<file path="src/rtl/useq_fetch.sv">
// Microprogram sequencer with ROM address generation, pipeline register,
// 4-deep subroutine stack and a loop counter.
module useq_fetch #(
  parameter int WIDTH  = 16,
  parameter int HEIGHT = 8
) (
  input  logic              clk,
  input  logic              rst_,
  input  logic              en_,
  input  logic [2:0]        i,
  input  logic [HEIGHT-1:0] d,
  input  logic              cc_,
  input  logic [WIDTH-1:0]  rd,
  output logic [HEIGHT-1:0] a,
  output logic              cs_,
  output logic [WIDTH-1:0]  pl,
  output logic              full_,
  output logic              empty_
);

  typedef logic [HEIGHT-1:0] addr_t;

  typedef enum logic [2:0] {
    OP_JZ   = 3'd0,
    OP_CONT = 3'd1,
    OP_CJP  = 3'd2,
    OP_CJS  = 3'd3,
    OP_CRTN = 3'd4,
    OP_LDCT = 3'd5,
    OP_RPCT = 3'd6,
    OP_CJPP = 3'd7
  } op_t;

  addr_t            upc_reg, upc_next;
  addr_t            ctr_reg, ctr_next;
  logic [2:0]       sp_reg, sp_next;
  addr_t            stack_reg [4];
  logic             run_reg;
  logic [WIDTH-1:0] pl_reg;

  op_t        op;
  logic       advance;
  logic       push, pop, clear_sp;
  addr_t      inc, top;
  logic [1:0] top_idx, push_idx;

  assign op      = op_t'(i);
  assign advance = run_reg & ~en_;
  assign inc     = upc_reg + addr_t'(1);

  // sp counts 0..4; the low two bits minus one address the top entry.
  assign top_idx  = sp_reg[1:0] - 2'd1;
  assign top      = (sp_reg == 3'd0) ? '0 : stack_reg[top_idx];
  // A push on a full stack overwrites the top entry in place.
  assign push_idx = (sp_reg == 3'd4) ? 2'd3 : sp_reg[1:0];

  always_comb begin
    upc_next = inc;
    ctr_next = ctr_reg;
    push     = 1'b0;
    pop      = 1'b0;
    clear_sp = 1'b0;
    case (op)
      OP_JZ: begin
        upc_next = '0;
        clear_sp = 1'b1;
      end
      OP_CONT: ;
      OP_CJP: if (!cc_) upc_next = d;
      OP_CJS: if (!cc_) begin
        push     = 1'b1;
        upc_next = d;
      end
      OP_CRTN: if (!cc_) begin
        pop      = 1'b1;
        upc_next = top;
      end
      OP_LDCT: ctr_next = d;
      OP_RPCT: if (ctr_reg != '0) begin
        ctr_next = ctr_reg - addr_t'(1);
        upc_next = d;
      end
      OP_CJPP: if (!cc_) begin
        pop      = 1'b1;
        upc_next = d;
      end
      default: ;
    endcase
  end

  always_comb begin
    sp_next = sp_reg;
    if (clear_sp)
      sp_next = 3'd0;
    else if (push && sp_reg != 3'd4)
      sp_next = sp_reg + 3'd1;
    else if (pop && sp_reg != 3'd0)
      sp_next = sp_reg - 3'd1;
  end

  always_ff @(posedge clk) begin
    if (!rst_) begin
      upc_reg <= '0;
      ctr_reg <= '0;
      sp_reg  <= 3'd0;
      pl_reg  <= '0;
      run_reg <= 1'b0;
    end else begin
      run_reg <= 1'b1;
      if (advance) begin
        upc_reg <= upc_next;
        ctr_reg <= ctr_next;
        sp_reg  <= sp_next;
        pl_reg  <= rd;
      end
    end
  end

  // Stack contents need no reset: sp=0 makes every entry unreachable.
  always_ff @(posedge clk) begin
    if (rst_ && advance && push)
      stack_reg[push_idx] <= inc;
  end

  assign a      = upc_reg;
  assign cs_    = ~run_reg;
  assign pl     = pl_reg;
  assign full_  = (sp_reg != 3'd4);
  assign empty_ = (sp_reg != 3'd0);

endmodule

</file>
<file path="config.mk">
export PLATFORM = sky130hd
export DESIGN_NAME = useq_fetch
export DESIGN_NICKNAME = d
export VERILOG_FILES = /design/src/rtl/useq_fetch.sv
export SDC_FILE = /design/constraint.sdc
export NUM_CORES = 1
export LEC_CHECK = 0
export ABC_AREA = 1
export CORE_UTILIZATION = 53
export DETAILED_ROUTE_END_ITERATION = 10
export PLACE_DENSITY = 0.91
export SLEW_MARGIN = 20
export SYNTH_ARGS = -nofsm -noshare
export SYNTH_HDL_FRONTEND = slang
export SYNTH_SLANG_ARGS = --single-unit
</file>
<file path="constraint.sdc">
create_clock -name clk -period 3 [get_ports clk]
set_input_delay 0.9 -clock clk [delete_from_list [all_inputs] [get_ports clk]]
set_output_delay 0.9 -clock clk [all_outputs]
set_load 0.01 [all_outputs]
</file>
* Yosys cells after proc, flatten, opt, wreduce, memory -nomap -nowiden
Memories as Yosys holds them, arrays and structs flattened.
Index checks and enable logic that the tools add are counted.
** Storage, ports and cells
- Memories :: 1
- Bits in registers :: 36
- Logic and storage cells :: 55
- Output and inout bits :: 27
- Input port bits :: 31
- Memory bits (writable) :: 32
** Memories
- stack_reg :: depth 4, width 8, read ports 1, clocked after memory_dff 0, wr ports 1, line 37 : addr_t stack_reg [4];
** Cells by class
- Reduce and logical (&&, ||, !) cells :: 14
- Muxes and demuxes :: 18
- Equal/unequal tests :: 9
- Bitwise logic cells :: 3
- $add $sub $neg :: 5
** Operators by type and width (number)
- $mux 8 :: 5
- $pmux 8 s4 :: 1
- $pmux 8 s2 :: 1
- $eq 3x3->1 const B :: 5
- $mux 3 :: 3
- $add 8x1->8 const B :: 1
- $reduce_bool 8->1 :: 1
- $sub 8x1->8 const B :: 1
- $mux 1 :: 7
- $eq 3x2->1 const B :: 2
- $logic_not 3->1 :: 2
- $reduce_bool 3->1 :: 2
- $logic_and 1x1->1 :: 4
- $add 3x1->3 const B :: 1
- $ne 3x3->1 const B :: 1
- $reduce_and 3->1 :: 1
- $reduce_or 3->1 :: 1
- $sub 3x1->3 const B :: 1
- $mux 2 :: 1
- $ne 2x2->1 const B :: 1
- $not 1->1 :: 2
- $reduce_and 2->1 :: 1
- $reduce_bool 2->1 :: 1
- $reduce_or 2->1 :: 1
- 2 further kinds :: 2

* Longest topological paths before layout
- Depth in word-level cells :: 7
- Mapped depth :: 15
- Mapped depth without buffers :: 13

* Least setup slack after synthesis
No wires, ideal clock.
- Path type :: input -> register
- Start :: input port en_
- End :: memory stack_reg[0][0] (netlist bit) (enable)
- Path buffers :: 1
- Data arrival time :: 2.238 ns
- Slack :: 0.367 ns
- Required time :: 2.605 ns
- Cell stages on the path :: 4
- Library setup time :: 0.395 ns
- Cell sequence :: nor2_4 > buf_2 > nand3_1 > nor4_1
** Between the ends
- Cells in the longest elaborated chain, start to end :: 6
** RTL lines
- start, declared :: line 9 : input logic en_,
- $not 1->1 :: line 48 : assign advance = run_reg & ~en_;
- $and 1x1->1 :: line 48
- $logic_and 1x1->1 (2 in a row) :: line 121 : if (rst_ && advance && push)
- $mux 1 :: line 121
- $mux 1 (not written as such) :: line 122 : stack_reg[push_idx] <= inc;
- end, declared :: line 37
Every way passes these cells.

* Final worst setup path
- Start :: register sp_reg[1]
- End :: output port empty_
** Between the ends
- Cells in the longest elaborated chain, start to end :: 1
** RTL lines
- start, declared :: line 36 : logic [2:0] sp_reg, sp_next;
- start signal, assigned :: line 113 : sp_reg <= sp_next;
- $reduce_bool 3->1 :: line 129 : assign empty_ = (sp_reg != 3'd0);
- end, declared :: line 18 : output logic empty_
Every way passes these cells.

==> insert_results.sql <==
INSERT INTO impl_metrics (metric_group, metric, value, unit) VALUES
('outcome', 'status', 'finished, final reports clean', ''),
('cells_and_area', 'n_fill_cell', '435', ''),
('detailed_routing', 'via_per_inst', '5.55', ''),
('clock_tree', 'cts_max_path_buffers', '2', ''),
('worst_setup_path', 'crit_path_dat', '1.82', 'ns'),
('die', 'fp.dieW', '82.2', 'um'),
('detailed_routing', 'routed_wire_length_per_instance', '14.8', 'um'),
('clock_tree', 'cts.sinks', '68', ''),
('clock_tree', 'cts-buffers-inserted', '9', ''),
('worst_setup_path', 'r2r-start', 'sp_reg[1]', ''),
('clock_tree', 'cts_tree', 'built', ''),
('hold_path', 'min_from', 'ctr_reg[7]', ''),
('die', 'rows', '28', ''),
('detailed_routing', 'ant_nets', '0', ''),
('place', 'routabilityCongestion', '0.931', ''),
('die', 'total_die_area', '6760', 'um2'),
('cells_and_area', 'final_layout_size_suffix_gt1_share', '8.57', '%'),
('die', 'die_y', '82.2', 'um'),
('power', 'power.static_leakage', '1.78', 'nW'),
('worst_setup_path', 'cpMaxStageDelayCell', 'sky130_fd_sc_hd__clkdlybuf4s50_1', ''),
('sta', 'worst_slew_margin_rel', '73.3', '%'),
('power', 'p_total', '2.14', 'mW'),
('die', 'pin_count', '58', ''),
('detailed_routing', 'route.vias.total', '3201', ''),
('global_routing', 'grt_pass1_vias', '2982', ''),
('global_routing', 'grt_remaining_overflow', '0', ''),
('sta', 'finalHoldViolations', '0', ''),
('worst_setup_path', 'critical_path_end_type', 'output pin', ''),
('synth', 'ys_seq_area_share', '49.3', '%'),
('sta', 'worst_hold_slack_after_final_layout', '0.493', 'ns'),
('worst_setup_path', 'worst-setup-path-type', 'register to output pin', ''),
('global_routing', 'grt.total_usage', '27.7', '%'),
('power', 'peakVddDrop', '0.322', 'mV'),
('global_routing', 'grt_pass1_wl', '13800', 'um'),
('worst_setup_path', 'timing.critical_path.from_type', 'register', ''),
('detailed_routing', 'route.met3.wl', '568', 'um'),
('synth', 'ys_warns', '0', ''),
('clock_tree', 'postCtsSetupRepairBufs', '0', ''),
('clock_tree', 'clock_insertion_delay_worst_skew', '0.35', 'ns'),
('worst_setup_path', 'timing.critical_path.slowest_cell_delay', '0.56', 'ns'),
('worst_setup_path', 'timing.critical_path.required', '2.10', 'ns'),
('global_routing', 'grt_start_max_net_pins', '30', ''),
('cells_and_area', 'num-nets-final', '535', ''),
('cells_and_area', 'number_of_flip_flops_in_the_largest_register', '32', ''),
('detailed_routing', 'route.layer.met1.wl', '3530', 'um'),
('global_routing', 'initial_antenna_violation_count', '0', ''),
('detailed_routing', 'drcViolationCount', '0', ''),
('sta', 'setup_total_negative_slack', '0', 'ns'),
('sta', 'grt_setup_unrepaired', 'false', ''),
('sta', 'final.period_utilization', '90.7', '%'),
('place', 'place_hpwl', '6100', 'um'),
('place', 'dp.cells', '562', ''),
('place', 'post-place-ws', '0.215', 'ns'),
('clock_tree', 'cells_resized_by_post_cts_repair', '0', ''),
('die', 'starting_utilization_of_the_core_area', '56.2', '%'),
('sta', 'fmaxAchievable', '367', 'MHz'),
('sta', 'setup_slack', '0.278', 'ns'),
('sta', 'skew', '0.0101', 'ns'),
('clock_tree', 'clk_pin_slew_worst_paths', '0.08', 'ns'),
('sta', 'report.final.setup_viol', '0', ''),
('flow_run', 'maxCapViolations', '0', ''),
('worst_setup_path', 'cp_max_fo', '5', ''),
('cells_and_area', 'post_layout_nonfiller_instances', '577', ''),
('clock_tree', 'htree_num_levels', '3', ''),
('detailed_routing', 'drt-initial-drc-count', '232', ''),
('detailed_routing', 'highest-signal-layer', 'met4', ''),
('synth', 'synthesis.nets', '471', ''),
('power', 'cellPowerDensity', '499', 'nW/um2'),
('place', 'count_of_input_and_output_buffers', '57', ''),
('worst_setup_path', 'cp_cell_sequence', 'inv_1 -> ha_1 -> nand2_1 -> clkdlybuf4s50_1', ''),
('clock_tree', 'clk_root_buffer_cell', 'sky130_fd_sc_hd__clkbuf_8', '');
## per-stage QoR
step / instance area, um2 / utilization (%)
2_1_floorplan: 3410 / -
3_3_place_gp: 4070 / 67.2
3_5_place_dp: 4070 / 67.2
4_1_cts: 4290 / 70.7
5_1_grt: 4290 / 70.7
6_report: 4290 / 70.7
## path summary, 6_finish.rpt
kind,endpoint,slack [ns],cells after the start
setup / recovery,empty_,0.28,4
hold / removal,ctr_reg[7],0.49,2
setup reg to reg,a[3],0.95,13
hold reg to reg,ctr_reg[7],0.49,2
## synthesized netlist by cell type (all sizes together)
cell type,number,area [um2]
edfxtp,32,961
buf,10,55.1
nand2,85,332
o21bai,2,18.8
nand4,6,37.5
inv,50,188
xor2,3,26.3
a22oi,1,7.51
or2,1,6.26
fa,1,20.0
o211ai,2,20.0
nor2,88,353
dfxtp,36,721
a21oi,17,85.1
o21ai,51,255
a211oi,1,7.51
clkbuf,3,11.3
nor4,1,6.26
a31oi,2,27.5
o22ai,6,37.5
nor3,2,15.0
nand3,29,155
ha,5,62.6
## kinds of logic after synthesis
family | Yosys count | share of synthesized area (%)
buffers and inverters | 63 | 7.45
DFF | 68 | 49.3
xor gates and xnor gates | 3 | 0.771
adders and majority gates | 6 | 2.42
and+or+nand+nor | 212 | 26.5
AOI/OAI and AO/OA | 82 | 13.5
## per-layer routing
metal / up-vias / track usage (%)
met5: - / 0
met2: 144 / 48.2
met4: 0 / 10.9
li1: 1557 / -
met1: 1472 / 33.5
met3: 28 / 5.71
## worst max-delay path, delay by kind of cell (launching register included)
family / cells / cell delay (ns)
fa+ha+maj: 1 / 0.21
flops: 1 / 0.42
simple gates: 1 / 0.15
buf+inv: 2 / 0.69
## layout by cell type, fill, tap and decap left out, drive strengths merged, types with 3 or more instances in the layout
master	count
nor2	88
nand2	85
clkdlybuf4s50	57
inv	51
o21ai	51
dfxtp	36
edfxtp	32
nand3	29
a21oi	17
clkbuf	9
buf	9
nand4	6
o22ai	6
ha	5
xor2	3
## final cells by class
class	count	area (um2)	share of cell area, %
Tap cell	75	93.8	2.19
Timing Repair Buffer	66	638	14.9
Inverter	50	188	4.38
Sequential cell	68	1680	39.2
Clock buffer	9	124	2.89
Multi-Input combinational cell	303	1470	34.4
Clock inverter	6	88.8	2.07
## power by group
part | switching (mW) | internal, mW | total [mW]
Sequential | 0.0173 | 0.993 | 1.01
Clock | 0.368 | 0.464 | 0.833
Combinational | 0.168 | 0.128 | 0.296
Note: power is estimated with default switching activity, not from simulation.
